## src/rtl/fact_sched_pkg.sv

```systemverilog
// Shared types and defaults for the factorial-accelerator scheduler.
//   - default widths and limits for fact_sched parameters
//   - requester indices (CPU path / GPIO switch path)
//   - FSM state encodings and a one-hot requester helper
package fact_sched_pkg;

  localparam int unsigned DATA_W_DEF = 32;
  localparam int unsigned N_W_DEF    = 4;
  localparam int unsigned MAX_N_DEF  = 12;
  localparam int unsigned TO_CYC_DEF = 255;
  localparam int unsigned TO_W_DEF   = 8;

  localparam int unsigned REQ_CPU = 0;
  localparam int unsigned REQ_SW  = 1;

  localparam int unsigned ST_W = 3;
  typedef logic [ST_W-1:0] state_t;

  localparam logic [2:0] ST_IDLE   = 3'd0;
  localparam logic [2:0] ST_LAUNCH = 3'd1;
  localparam logic [2:0] ST_WAIT   = 3'd2;
  localparam logic [2:0] ST_RESP   = 3'd3;
  localparam logic [2:0] ST_REJECT = 3'd4;

  // One-hot requester mask from a requester index.
  function automatic logic [1:0] req_onehot(input logic idx);
    logic [1:0] oh;
    oh          = 2'b00;
    oh[REQ_SW]  = idx;
    oh[REQ_CPU] = ~idx;
    return oh;
  endfunction

endpackage

```

## src/rtl/fact_rr_pick.sv

```systemverilog
// Two-way round-robin selector.
//   req_valid  : request bits, one per requester
//   last_grant : requester served most recently
//   grant_idx  : requester to serve now (valid when any_req)
//   any_req    : at least one request pending
module fact_rr_pick
  import fact_sched_pkg::*;
(
  input  logic [1:0] req_valid,
  input  logic       last_grant,
  output logic       grant_idx,
  output logic       any_req
);

  // Lone requester wins outright; on contention the one not served last wins.
  always_comb begin
    any_req = |req_valid;
    case (req_valid)
      2'b01:   grant_idx = 1'(REQ_CPU);
      2'b10:   grant_idx = 1'(REQ_SW);
      2'b11:   grant_idx = ~last_grant;
      default: grant_idx = 1'(REQ_CPU);
    endcase
  end

endmodule

```

## src/rtl/fact_sched.sv

```systemverilog
// Scheduler sharing one factorial core between the CPU path (requester 0)
// and the GPIO switch path (requester 1).
//   clk, rst     : clock, synchronous active-high reset
//   req_valid    : per-requester request; req_n0/req_n1 operands
//   req_ready    : accept pulse, same cycle as the granting req_valid
//   rsp_valid    : per-requester response pulse
//   rsp_data/err : result and error flag, held until the next response
//   busy         : high whenever a request is in flight
//   fc_go/fc_n   : core start pulse and operand
//   fc_done/err  : core completion / error, fc_result core result
module fact_sched
  import fact_sched_pkg::*;
#(
  parameter int unsigned DATA_W = DATA_W_DEF,
  parameter int unsigned N_W    = N_W_DEF,
  parameter int unsigned MAX_N  = MAX_N_DEF,
  parameter int unsigned TO_CYC = TO_CYC_DEF,
  parameter int unsigned TO_W   = TO_W_DEF
) (
  input  logic              clk,
  input  logic              rst,
  input  logic [1:0]        req_valid,
  input  logic [N_W-1:0]    req_n0,
  input  logic [N_W-1:0]    req_n1,
  output logic [1:0]        req_ready,
  output logic [1:0]        rsp_valid,
  output logic [DATA_W-1:0] rsp_data,
  output logic              rsp_err,
  output logic              busy,
  output logic              fc_go,
  output logic [N_W-1:0]    fc_n,
  input  logic              fc_done,
  input  logic              fc_err,
  input  logic [DATA_W-1:0] fc_result
);

  state_t            state_q, state_d;
  logic              grant_q, grant_d;
  logic              last_grant_q, last_grant_d;
  logic [TO_W-1:0]   timer_q, timer_d;
  logic [1:0]        rsp_valid_d;
  logic [DATA_W-1:0] rsp_data_d;
  logic              rsp_err_d;
  logic              busy_d;
  logic              fc_go_d;
  logic [N_W-1:0]    fc_n_d;
  logic              to_resp;

  logic              pick_idx;
  logic              any_req;
  logic [N_W-1:0]    pick_n;

  fact_rr_pick u_pick (
    .req_valid  (req_valid),
    .last_grant (last_grant_q),
    .grant_idx  (pick_idx),
    .any_req    (any_req)
  );

  assign pick_n = pick_idx ? req_n1 : req_n0;

  // State register and registered outputs.
  always_ff @(posedge clk) begin
    if (rst) begin
      state_q      <= ST_IDLE;
      grant_q      <= 1'b0;
      last_grant_q <= 1'b1;
      timer_q      <= '0;
      rsp_valid    <= 2'b00;
      rsp_data     <= '0;
      rsp_err      <= 1'b0;
      busy         <= 1'b0;
      fc_go        <= 1'b0;
      fc_n         <= '0;
    end else begin
      state_q      <= state_d;
      grant_q      <= grant_d;
      last_grant_q <= last_grant_d;
      timer_q      <= timer_d;
      rsp_valid    <= rsp_valid_d;
      rsp_data     <= rsp_data_d;
      rsp_err      <= rsp_err_d;
      busy         <= busy_d;
      fc_go        <= fc_go_d;
      fc_n         <= fc_n_d;
    end
  end

  // Next-state and output logic. Pulses (fc_go, rsp_valid) are set on the
  // transition into the state that owns them, so they appear in that state.
  always_comb begin
    state_d      = state_q;
    grant_d      = grant_q;
    last_grant_d = last_grant_q;
    timer_d      = timer_q;
    rsp_valid_d  = 2'b00;
    rsp_data_d   = rsp_data;
    rsp_err_d    = rsp_err;
    fc_go_d      = 1'b0;
    fc_n_d       = fc_n;
    req_ready    = 2'b00;
    to_resp      = 1'b0;

    case (state_q)
      ST_IDLE: begin
        if (any_req) begin
          req_ready = req_onehot(pick_idx);
          grant_d   = pick_idx;
          if (pick_n > N_W'(MAX_N)) begin
            state_d = ST_REJECT;
          end else begin
            state_d = ST_LAUNCH;
            fc_go_d = 1'b1;
            fc_n_d  = pick_n;
          end
        end
      end

      ST_LAUNCH: begin
        timer_d = '0;
        state_d = ST_WAIT;
      end

      ST_WAIT: begin
        // Saturate so a stuck counter can never wrap into a false timeout.
        timer_d = (timer_q == TO_W'(TO_CYC)) ? timer_q : timer_q + TO_W'(1);
        if (fc_err) begin
          to_resp    = 1'b1;
          rsp_err_d  = 1'b1;
          rsp_data_d = '0;
        end else if (fc_done) begin
          to_resp    = 1'b1;
          rsp_err_d  = 1'b0;
          rsp_data_d = fc_result;
        end else if (timer_q == TO_W'(TO_CYC - 1)) begin
          to_resp    = 1'b1;
          rsp_err_d  = 1'b1;
          rsp_data_d = '0;
        end
      end

      ST_REJECT: begin
        to_resp    = 1'b1;
        rsp_err_d  = 1'b1;
        rsp_data_d = '0;
      end

      ST_RESP: begin
        last_grant_d = grant_q;
        state_d      = ST_IDLE;
      end

      default: begin
        state_d = ST_IDLE;
      end
    endcase

    if (to_resp) begin
      state_d     = ST_RESP;
      rsp_valid_d = req_onehot(grant_q);
    end

    busy_d = (state_d != ST_IDLE);
  end

endmodule

```

## config.mk

```make
export PLATFORM = sky130hd
export DESIGN_NAME = fact_sched
export DESIGN_NICKNAME = d
export VERILOG_FILES = /design/src/rtl/fact_sched_pkg.sv /design/src/rtl/fact_rr_pick.sv /design/src/rtl/fact_sched.sv
export SDC_FILE = /design/constraint.sdc
export NUM_CORES = 1
export LEC_CHECK = 0
export ABC_CLOCK_PERIOD_IN_PS = 4000
export CAP_MARGIN = 40
export CELL_PAD_IN_SITES_DETAIL_PLACEMENT = 1
export CELL_PAD_IN_SITES_GLOBAL_PLACEMENT = 1
export CORE_AREA = 2 2 83 85
export CTS_CLUSTER_DIAMETER = 150
export DETAILED_ROUTE_END_ITERATION = 10
export DIE_AREA = 0 0 85 87
export MAX_ROUTING_LAYER = met4
export PLACE_DENSITY_LB_ADDON = 0.1
export SLEW_MARGIN = 30
export SYNTH_ARGS = -nofsm -noshare
export SYNTH_HDL_FRONTEND = slang
export SYNTH_SLANG_ARGS = --single-unit
```

## constraint.sdc

```tcl
create_clock -name clk -period 4 [get_ports clk]
set_input_delay 0.8 -clock clk [delete_from_list [all_inputs] [get_ports clk]]
set_output_delay 0.8 -clock clk [all_outputs]
set_load 0.01 [all_outputs]
```

# --- Yosys cells after proc, flatten, opt, wreduce, memory -nomap -nowiden ---
# Index checks and enable logic that the tools add are counted.
classes:
  eq_ne: 10
  n_mux: 23
  shifts: 0
  reduce_logical: 12
  add_sub_neg: 1
  n_bitwise: 7
  n_div: 0
  mul: 0
  magnitude_cmp: 1
op_table:
  columns: ["operator", "n"]
  rows:
  - ["32-bit two-way mux", 3]
  - ["32-bit case mux with 2 select lines", 1]
  - ["8-bit == test, second input constant", 2]
  - ["8-bit case mux with 2 select lines", 1]
  - ["3-bit two-way mux", 3]
  - ["3-bit case mux with 3 select lines", 1]
  - ["8-bit by 1-bit adder with 8-bit output, second input constant", 1]
  - ["8-bit two-way mux", 1]
  - ["1-bit two-way mux", 7]
  - ["1-bit inverter", 7]
  - ["3-bit by 2-bit == test with 1-bit output, second input constant", 2]
  - ["1-bit case mux with 2 select lines", 3]
  - ["2-bit AND reduction", 3]
  - ["2-bit OR reduction", 3]
  - ["2-bit == test, second input constant", 2]
  - ["4-bit > comparator, second input constant", 1]
  - ["2-bit two-way mux", 2]
  - ["4-bit two-way mux", 1]
  - ["4-bit != test, second input constant", 1]
  - ["2-bit nonzero test", 2]
  - ["3-bit by 1-bit == test with 1-bit output, second input constant", 1]
  - ["3-bit == test, second input constant", 1]
  - ["3-bit zero test", 1]
  - ["3-bit AND reduction", 1]
  - ["3 further kinds", 3]
totals:
  rom_bits: 0
  ram_bits: 0
  reg_bits: 54
  latchBits: 0
  output_inout_bits: 43
  word_cells: 64
  memories: 0
  inputBits: 46

# --- Depth between registers and ports, before layout ---
# Gate-level depths: netlist (run 1).
logic_depth:
  word_depth: 9
  mapped_depth: 7
  depth_no_buf: 6

# --- Cells and area by module ---
# From an unflattened synthesis (run 1), not the netlist that was laid out.
unflattened:
  hier_cells: 192
  hier_area_um2: 2069.5
modules_own_cells:
  columns: ["module", "area_each_um2", "n_inst", "seq_area_each_um2", "cells_per_inst"]
  rows:
  - ["fact_sched", 2055.7, 1, 1081.0, 190]
  - ["fact_rr_pick", 13.8, 1, 0.0, 2]

# --- Worst setup path after synthesis (run 1) ---
# No wires, ideal clock.
synth_path:
  path_kind: "input to output"
  from: "input port req_valid[1]"
  to: "output port req_ready[1]"
  arrival_ns: 1.392
  path_buffers: 0
  cell_stages: 2
  setup_slack_ns: 1.808
  path_cell_list: "a21boi_2 -> and2_1"
synth_between:
  elab_chain_len: 4
  word_cells_on_any_way: 6
  classes_between: "2 x eq/ne; 3 x mux; 1 x reduce/logical"
synth_lines:
  columns: ["element", "line_no", "rtl"]
  rows:
  - ["start: declaration", "fact_sched.sv:22", "input logic [1:0] req_valid,"]
  - ["2-bit == test", "fact_rr_pick.sv:18", "case (req_valid)"]
  - ["1-bit case mux with 2 select lines", "fact_rr_pick.sv:18", null]
  - ["2-bit two-way mux *", "fact_sched.sv:106", "if (any_req) begin"]
  - ["2-bit two-way mux *", "fact_sched.sv:104", "case (state_q)"]
  - ["end: declaration", "fact_sched.sv:25", "output logic [1:0] req_ready,"]
# Mark *: on every way between the ends. The rest lies on a longest branch, timed or not.

# --- Worst setup path after layout (run 1) ---
# Ends and elaborated chain as after synthesis.

==> impl_metrics.csv, run 1 <==
group,metric,value,unit
critical_path,worstPathMaxFanout,8,
finish,multi_input_area,936,um2
synthesis,synth_edf_count,0,
timing,unrepaired_setup_endpoints_after_global_routing,"no",
timing,finalWorstPathRequiredPeriod,3.28,ns
job,cap_violations,0,
critical_path,cp_data_required_time,3.20,ns
finish,share_of_layout_cells_above_drive_strength_1,0.0669,
routing,final_antenna_net_count,0,
timing,finalSetupViolCount,0,
timing,period_share,0.821,
clock_network,clkSlewWorstSetupHoldPaths,0.10,ns
clock_network,cts_buffer_depth,2,
finish,final-seq-area,1080,um2
finish,nNetsFinal,331,
clock_network,tritoncts,"done",
clock_network,tritoncts_buffer_count,5,
global_route,antenna_found_initial,0,
hold_path,holdCritPathClass,"reg -> reg",
routing,routed-via-count,1855,
synthesis,async_flop_share,0,
power,static-leakage-power,1.13,nW
synthesis,synthesis.area,2100,um2
synthesis,synth_flop_cell,"sky130_fd_sc_hd__dfxtp_1",
placement,last_weighted_congestion_value_of_the_routability_driven_placer,0.713,
global_route,maximum_number_of_pins_on_one_net_before_global_route_repair,33,
clock_network,cts.repair_timing.setup_buffer_count,0,
routing,routed_wirelength,5.74,mm
global_route,tot_gr_track_use,0.166,
floorplan,dieHeight,87,um
timing,fin_skew,0.00637,ns
routing,initialDrtViolationCount,56,
synthesis,yosys_register_bits,54,
timing,hold-worst-slack,0.482,ns
clock_network,postCtsResizedCells,0,
synthesis,most_used_standard_cell_by_instance_count_after_synthesis,"sky130_fd_sc_hd__dfxtp_1",
timing,tightestPinTransition,0.700,ns
power,p_total,1.44,mW
synthesis,synth_cell_type_count,42,
global_route,globalRouteMet1Util,0.204,
placement,post-place-cells,356,
synthesis,synth.avg_cell_area,10.5,um2
synthesis,synth.top_cells.by_area,"sky130_fd_sc_hd__dfxtp_1 (52%), sky130_fd_sc_hd__a22o_1 (13%), sky130_fd_sc_hd__a21oi_1 (2.9%), sky130_fd_sc_hd__mux2i_1 (2.4%), sky130_fd_sc_hd__nor2_1 (2.0%)",
global_route,groute.layer.met3.usage,0.0436,
timing,hold_violations,0,
routing,drt_drc_violations_left,0,
timing,slew_violations,0,
global_route,busiest_layer,"met2",
floorplan,core,6570,um2
placement,post-dp-hpwl,4.17,mm
clock_network,cts_sinks,54,
routing,avgViaCountPerCell,5.10,
floorplan,floorplan_die_width,85,um
clock_network,cts-root-buf,"sky130_fd_sc_hd__clkbuf_8",
global_route,grt_overflow_total,0,
global_route,global_route_wire_length_before_repair,9.55,mm
finish,antenna_cells,0,
synthesis,seq_area_frac_synth,0.516,
routing,avgRoutedWirePerCell,15.8,um
critical_path,end_kind,"output port",
placement,io_buffer_count,88,
synthesis,synth_commonest_cells,"sky130_fd_sc_hd__dfxtp_1 (54), sky130_fd_sc_hd__a22o_1 (32), sky130_fd_sc_hd__a21oi_1 (12)",
timing,fmax_achieved,304,MHz
finish,area_growth,49.9,%
floorplan,io_pins,89,
floorplan,die-area,7400,um2
synthesis,synth.net_count,247,
synthesis,ys.warnings.count,0,
floorplan,number_of_standard_cell_rows_in_the_floorplan,30,
clock_network,clock_insertion_delay_worst_skew,0.31,ns
critical_path,arrival_time_at_the_worst_endpoint,2.48,ns
critical_path,timing.setup.critical_path_class,"in -> out",
timing,setup_total_negative_slack,0,ns
clock_network,ctsHoldBuffers,0,
global_route,routing_usage_on_met2,0.271,
power,peakVddDrop,0.000269,V
timing,slew_headroom,0.532,
synthesis,syn_inst,199,
synthesis,yosys.area.top_type,"sky130_fd_sc_hd__dfxtp_1",
critical_path,timing.critical_path.from_type,"input pin",
outcome,run_status,"completed",
power,power_density,457,nW/um2
routing,detailedRoute.firstPassIterationCount,4,
finish,final_cell_count_no_fill,364,
finish,util_after_layout,0.479,
clock_network,htree_levels,2,
synthesis,synth_largest_type_area_fraction,0.516,
global_route,via_count_of_the_first_global_routing_pass,1909,
floorplan,initial_core_util,0.319,
finish,num-fill-cells,730,
-- layout by cell type (no fill, tap or decap), types with 2 or more instances in the layout --
cell                              instances
sky130_fd_sc_hd__nor3b_1                  2
sky130_fd_sc_hd__o211ai_1                 4
sky130_fd_sc_hd__a21oi_1                 12
sky130_fd_sc_hd__xnor2_1                  2
sky130_fd_sc_hd__o21a_1                   3
sky130_fd_sc_hd__o21ai_0                  6
sky130_fd_sc_hd__nand2b_1                 2
sky130_fd_sc_hd__o311ai_2                 2
sky130_fd_sc_hd__mux2i_1                  5
sky130_fd_sc_hd__nand2_1                  5
sky130_fd_sc_hd__dfxtp_1                 54
sky130_fd_sc_hd__and2_1                   2
sky130_fd_sc_hd__clkdlybuf4s50_1         88
sky130_fd_sc_hd__mux2_2                   2
sky130_fd_sc_hd__clkbuf_8                 5
sky130_fd_sc_hd__nor2b_1                  6
sky130_fd_sc_hd__a211oi_1                 2
sky130_fd_sc_hd__or4_1                    2
sky130_fd_sc_hd__nor3_1                   4
sky130_fd_sc_hd__nand3_1                  3
sky130_fd_sc_hd__nor2_1                  11
sky130_fd_sc_hd__a22o_1                  32
sky130_fd_sc_hd__ha_1                     2
sky130_fd_sc_hd__buf_4                    2
sky130_fd_sc_hd__inv_1                    4
sky130_fd_sc_hd__or3_1                    3
-- metal layers --
| layer | vias to the layer above | share of wire |
|---|---|---|
| li1 | 909 | - |
| met1 | 887 | 0.45 |
| met2 | 54 | 0.48 |
| met3 | 5 | 0.057 |
| met4 | 0 | 0.011 |
| met5 | - | 0 |
-- registers in the layout, summed over array words and instances (netlist names), 2 cells and up --
register / flops
rsp_data: 32
rsp_valid: 2
timer_q: 8
state_q: 3
fc_n: 4
-- final cells by class --
| class | count | share of cell area |
|---|---|---|
| clock inverters | 3 | 0.0151 |
| repair buffers | 90 | 0.285 |
| well taps | 80 | 0.0318 |
| clock buffers | 5 | 0.0219 |
| inverters | 4 | 0.00478 |
| multi-input cells | 128 | 0.298 |
| flip-flops and latches | 54 | 0.344 |
-- report_power, final --
part	internal, mW	switching [mW]	leakage [nW]
logic	0.208	0.189	0.633
registers	0.597	0.0612	0.438
clock network	0.190	0.191	0.0587
total	0.995	0.441	1.13
-- cells by family after synthesis --
| family | count (synthesis) | share of synthesized area |
|---|---|---|
| AOI/OAI and AO/OA | 70 | 0.260 |
| DFF | 54 | 0.516 |
| and+or+nand+nor | 46 | 0.124 |
| buffers and inverters | 17 | 0.0382 |
| muxes | 7 | 0.0346 |
| xor gates and xnor gates | 3 | 0.0161 |
| adders and majority gates | 2 | 0.0119 |
-- critical path, cell delays in order --
cell	delay [ns]
sky130_fd_sc_hd__clkdlybuf4s50_1	0.49
sky130_fd_sc_hd__a21boi_2	0.42
sky130_fd_sc_hd__and2_1	0.23
sky130_fd_sc_hd__clkdlybuf4s50_1	0.54
-- final timing paths --
| path | cells past startpoint | to | startpoint | slack, ns |
|---|---|---|---|---|
| worst min-delay path | 1 | rsp_data[2]$_SDFFE_PP0P_ | rsp_data[2]$_SDFFE_PP0P_ | 0.48 |
| worst min register to register | 1 | rsp_data[2]$_SDFFE_PP0P_ | rsp_data[2]$_SDFFE_PP0P_ | 0.48 |
| worst max register to register | 5 | rsp_data[10]$_SDFFE_PP0P_ | timer_q[3]$_SDFFE_PP0P_ | 2.23 |
| worst max-delay path | 4 | req_ready[1] | req_valid[1] | 0.72 |
-- through the flow --
| stage | cell area, um2 | setup slack [ns] |
|---|---|---|
| 4_1_cts | 3140 | 0.692 |
| 6_report | 3140 | 0.715 |
| 3_3_place_gp | 3030 | 0.756 |
| 2_1_floorplan | 2100 | 1.81 |
| 3_5_place_dp | 3030 | 0.700 |
| 5_1_grt | 3140 | 0.580 |
Note: power is estimated with default switching activity, not from simulation.
==> run 2, diff against run 1 <==
- ABC_CLOCK_PERIOD_IN_PS: 4000 -> 2900
- CORE_AREA: 2 2 83 85 -> 2 2 90 92
- DIE_AREA: 0 0 85 87 -> 0 0 92 94
- clock period: 4 -> 2.9 ns (I/O delays scaled with it)
==> run 2 against run 1 <==
  * Die area rose by 17%
  * Non-clock buffer count is 3 higher
  * Sequential share of layout area decreased by 0.42 points
  * Worst hold slack got worse by 0.00090 ns
  * Core utilization is 6.0 points lower
  * Register-to-register slack worse by 1.1 ns
  * Setup slack lost 0.42 ns
  * Power grew 34%
  * Via count shrank 0.27%
  * Combinational power increased by 39%
  * Count of clock-buffer cells in the layout rose by 2
  * First-iteration DRC count is 34% lower
  * Critical endpoint is now req_ready[0]
==> impl_metrics.csv, run 2 (same netlist as run 1, synthesis figures left out) <==
group,metric,value,unit
placement,post-place-cells,381,
clock_network,cts.repair_timing.setup_buffer_count,0,
clock_network,clock_insertion_delay_worst_skew,0.30,ns
timing,fin_skew,0.00413,ns
floorplan,floorplan_die_width,92,um
clock_network,htree_levels,2,
routing,final_antenna_net_count,0,
floorplan,io_pins,89,
placement,post-dp-hpwl,4.23,mm
finish,largest_register_ff_count,32,
routing,avgViaCountPerCell,4.76,
global_route,grt_overflow_total,0,
critical_path,cp_data_required_time,2.32,ns
routing,routed_wirelength,5.76,mm
routing,routed-via-count,1850,
routing,initialDrtViolationCount,37,
timing,finalSetupViolCount,0,
timing,fmax_achieved,384,MHz
finish,area_growth,51.8,%
global_route,antenna_found_initial,0,
finish,layout_common_cells,"sky130_fd_sc_hd__clkdlybuf4s50_1 (88), sky130_fd_sc_hd__dfxtp_1 (54), sky130_fd_sc_hd__a22o_1 (32)",
power,power_density,602,nW/um2
critical_path,worstPathMaxFanout,11,
finish,final_cell_count_no_fill,389,
timing,finalWorstPathRequiredPeriod,2.60,ns
clock_network,postCtsResizedCells,0,
power,peakVddDrop,0.000308,V
hold_path,holdCritPathClass,"reg -> reg",
routing,avgRoutedWirePerCell,14.8,um
routing,detailedRoute.firstPassIterationCount,4,
timing,hold_violations,0,
finish,nNetsFinal,334,
timing,tightestPinTransition,0.483,ns
clock_network,tritoncts,"done",
finish,regMostFlops,"rsp_data",
critical_path,arrival_time_at_the_worst_endpoint,2.02,ns
finish,largest_registers,"rsp_data: 32 flops, timer_q: 8 flops, fc_n: 4 flops",
placement,last_weighted_congestion_value_of_the_routability_driven_placer,0.685,
floorplan,core,7610,um2
clock_network,clkSlewWorstSetupHoldPaths,0.10,ns
finish,util_after_layout,0.418,
clock_network,cts_sinks,54,
floorplan,dieHeight,94,um
timing,slew_violations,0,
floorplan,initial_core_util,0.276,
clock_network,cts_buffer_depth,2,
timing,unrepaired_setup_endpoints_after_global_routing,"no",
clock_network,cts-root-buf,"sky130_fd_sc_hd__clkbuf_8",
global_route,global_route_wire_length_before_repair,9.32,mm
outcome,run_status,"completed",
timing,slew_headroom,0.677,
finish,share_of_layout_cells_above_drive_strength_1,0.0767,
global_route,tot_gr_track_use,0.137,
critical_path,timing.critical_path.from_type,"flop",
finish,layout.cells.most_common,"sky130_fd_sc_hd__clkdlybuf4s50_1",
clock_network,ctsHoldBuffers,0,
timing,period_share,0.898,
finish,antenna_cells,0,
placement,io_buffer_count,88,
floorplan,number_of_standard_cell_rows_in_the_floorplan,32,
job,cap_violations,0,
clock_network,tritoncts_buffer_count,5,
global_route,maximum_number_of_pins_on_one_net_before_global_route_repair,33,
floorplan,die-area,8650,um2
critical_path,timing.setup.critical_path_class,"reg -> out",
timing,setup_total_negative_slack,0,ns
routing,drt_drc_violations_left,0,
power,static-leakage-power,1.14,nW
global_route,via_count_of_the_first_global_routing_pass,1769,
critical_path,end_kind,"output port",
run 2: cell count changes in the layout (fill, tap and decap cells not counted):
cell                        change
sky130_fd_sc_hd__buf_4          +3
sky130_fd_sc_hd__bufinv_16      -1
sky130_fd_sc_hd__clkbuf_8       +2
sky130_fd_sc_hd__inv_6          -1
run 2: layer usage:
metal / vias to the layer above / routed length, um / global-route usage / part of all wire
met2: 57 / 2460 / 0.197 / 0.43
met3: 8 / 350 / 0.0361 / 0.061
met1: 872 / 2850 / 0.190 / 0.50
met4: 0 / 99 / 0.0410 / 0.017
li1: 913 / - / - / -
met5: - / 0 / - / 0
run 2: worst max-delay path, cell delays in order, from the launching register on:
cell and delay [ns]:
sky130_fd_sc_hd__dfxtp_1 0.44, sky130_fd_sc_hd__nor3_1 0.37, sky130_fd_sc_hd__o21ai_0 0.24, sky130_fd_sc_hd__nor2_1 0.13, sky130_fd_sc_hd__clkdlybuf4s50_1 0.54
run 2: worst paths after layout:
| kind | startpoint | endpoint | slack, ns | cells after the start |
|---|---|---|---|---|
| worst max-delay path | state_q[0]$_SDFF_PP0_ | req_ready[0] | 0.30 | 4 |
| worst min-delay path | rsp_data[11]$_SDFFE_PP0P_ | rsp_data[11]$_SDFFE_PP0P_ | 0.48 | 1 |
| worst max register to register | timer_q[3]$_SDFFE_PP0P_ | rsp_data[14]$_SDFFE_PP0P_ | 1.14 | 5 |
| worst min register to register | rsp_data[11]$_SDFFE_PP0P_ | rsp_data[11]$_SDFFE_PP0P_ | 0.48 | 1 |
run 2: report_power, final:
part / switching, mW / internal (mW) / total (mW) / leakage (nW)
registers: 0.0794 / 0.823 / 0.902 / 0.438
clock network: 0.242 / 0.219 / 0.461 / 0.0544
logic: 0.262 / 0.292 / 0.553 / 0.649
total: 0.583 / 1.33 / 1.92 / 1.14
run 2: per-stage QoR:
step                      setup slack [ns]  hold WS [ns]  area, um2  power, mW
after CTS                            0.263         0.488       3180       1.96
after global routing                0.0357         0.497       3180       2.04
after detailed placement             0.338         0.455       3080       1.48
after floorplan                       1.13         0.438       2100       1.22
final                                0.295         0.481       3180       1.92
after global placement               0.325         0.456       3080       1.48
run 2: area by class of cell:
class | instances | area [um2]
inverters | 4 | 15.0
flip-flops and latches | 54 | 1080
repair buffers | 93 | 918
multi-input cells | 128 | 936
clock buffers | 7 | 96.3
fillers | 857 | 4420
well taps | 102 | 128
clock inverters | 1 | 8.76
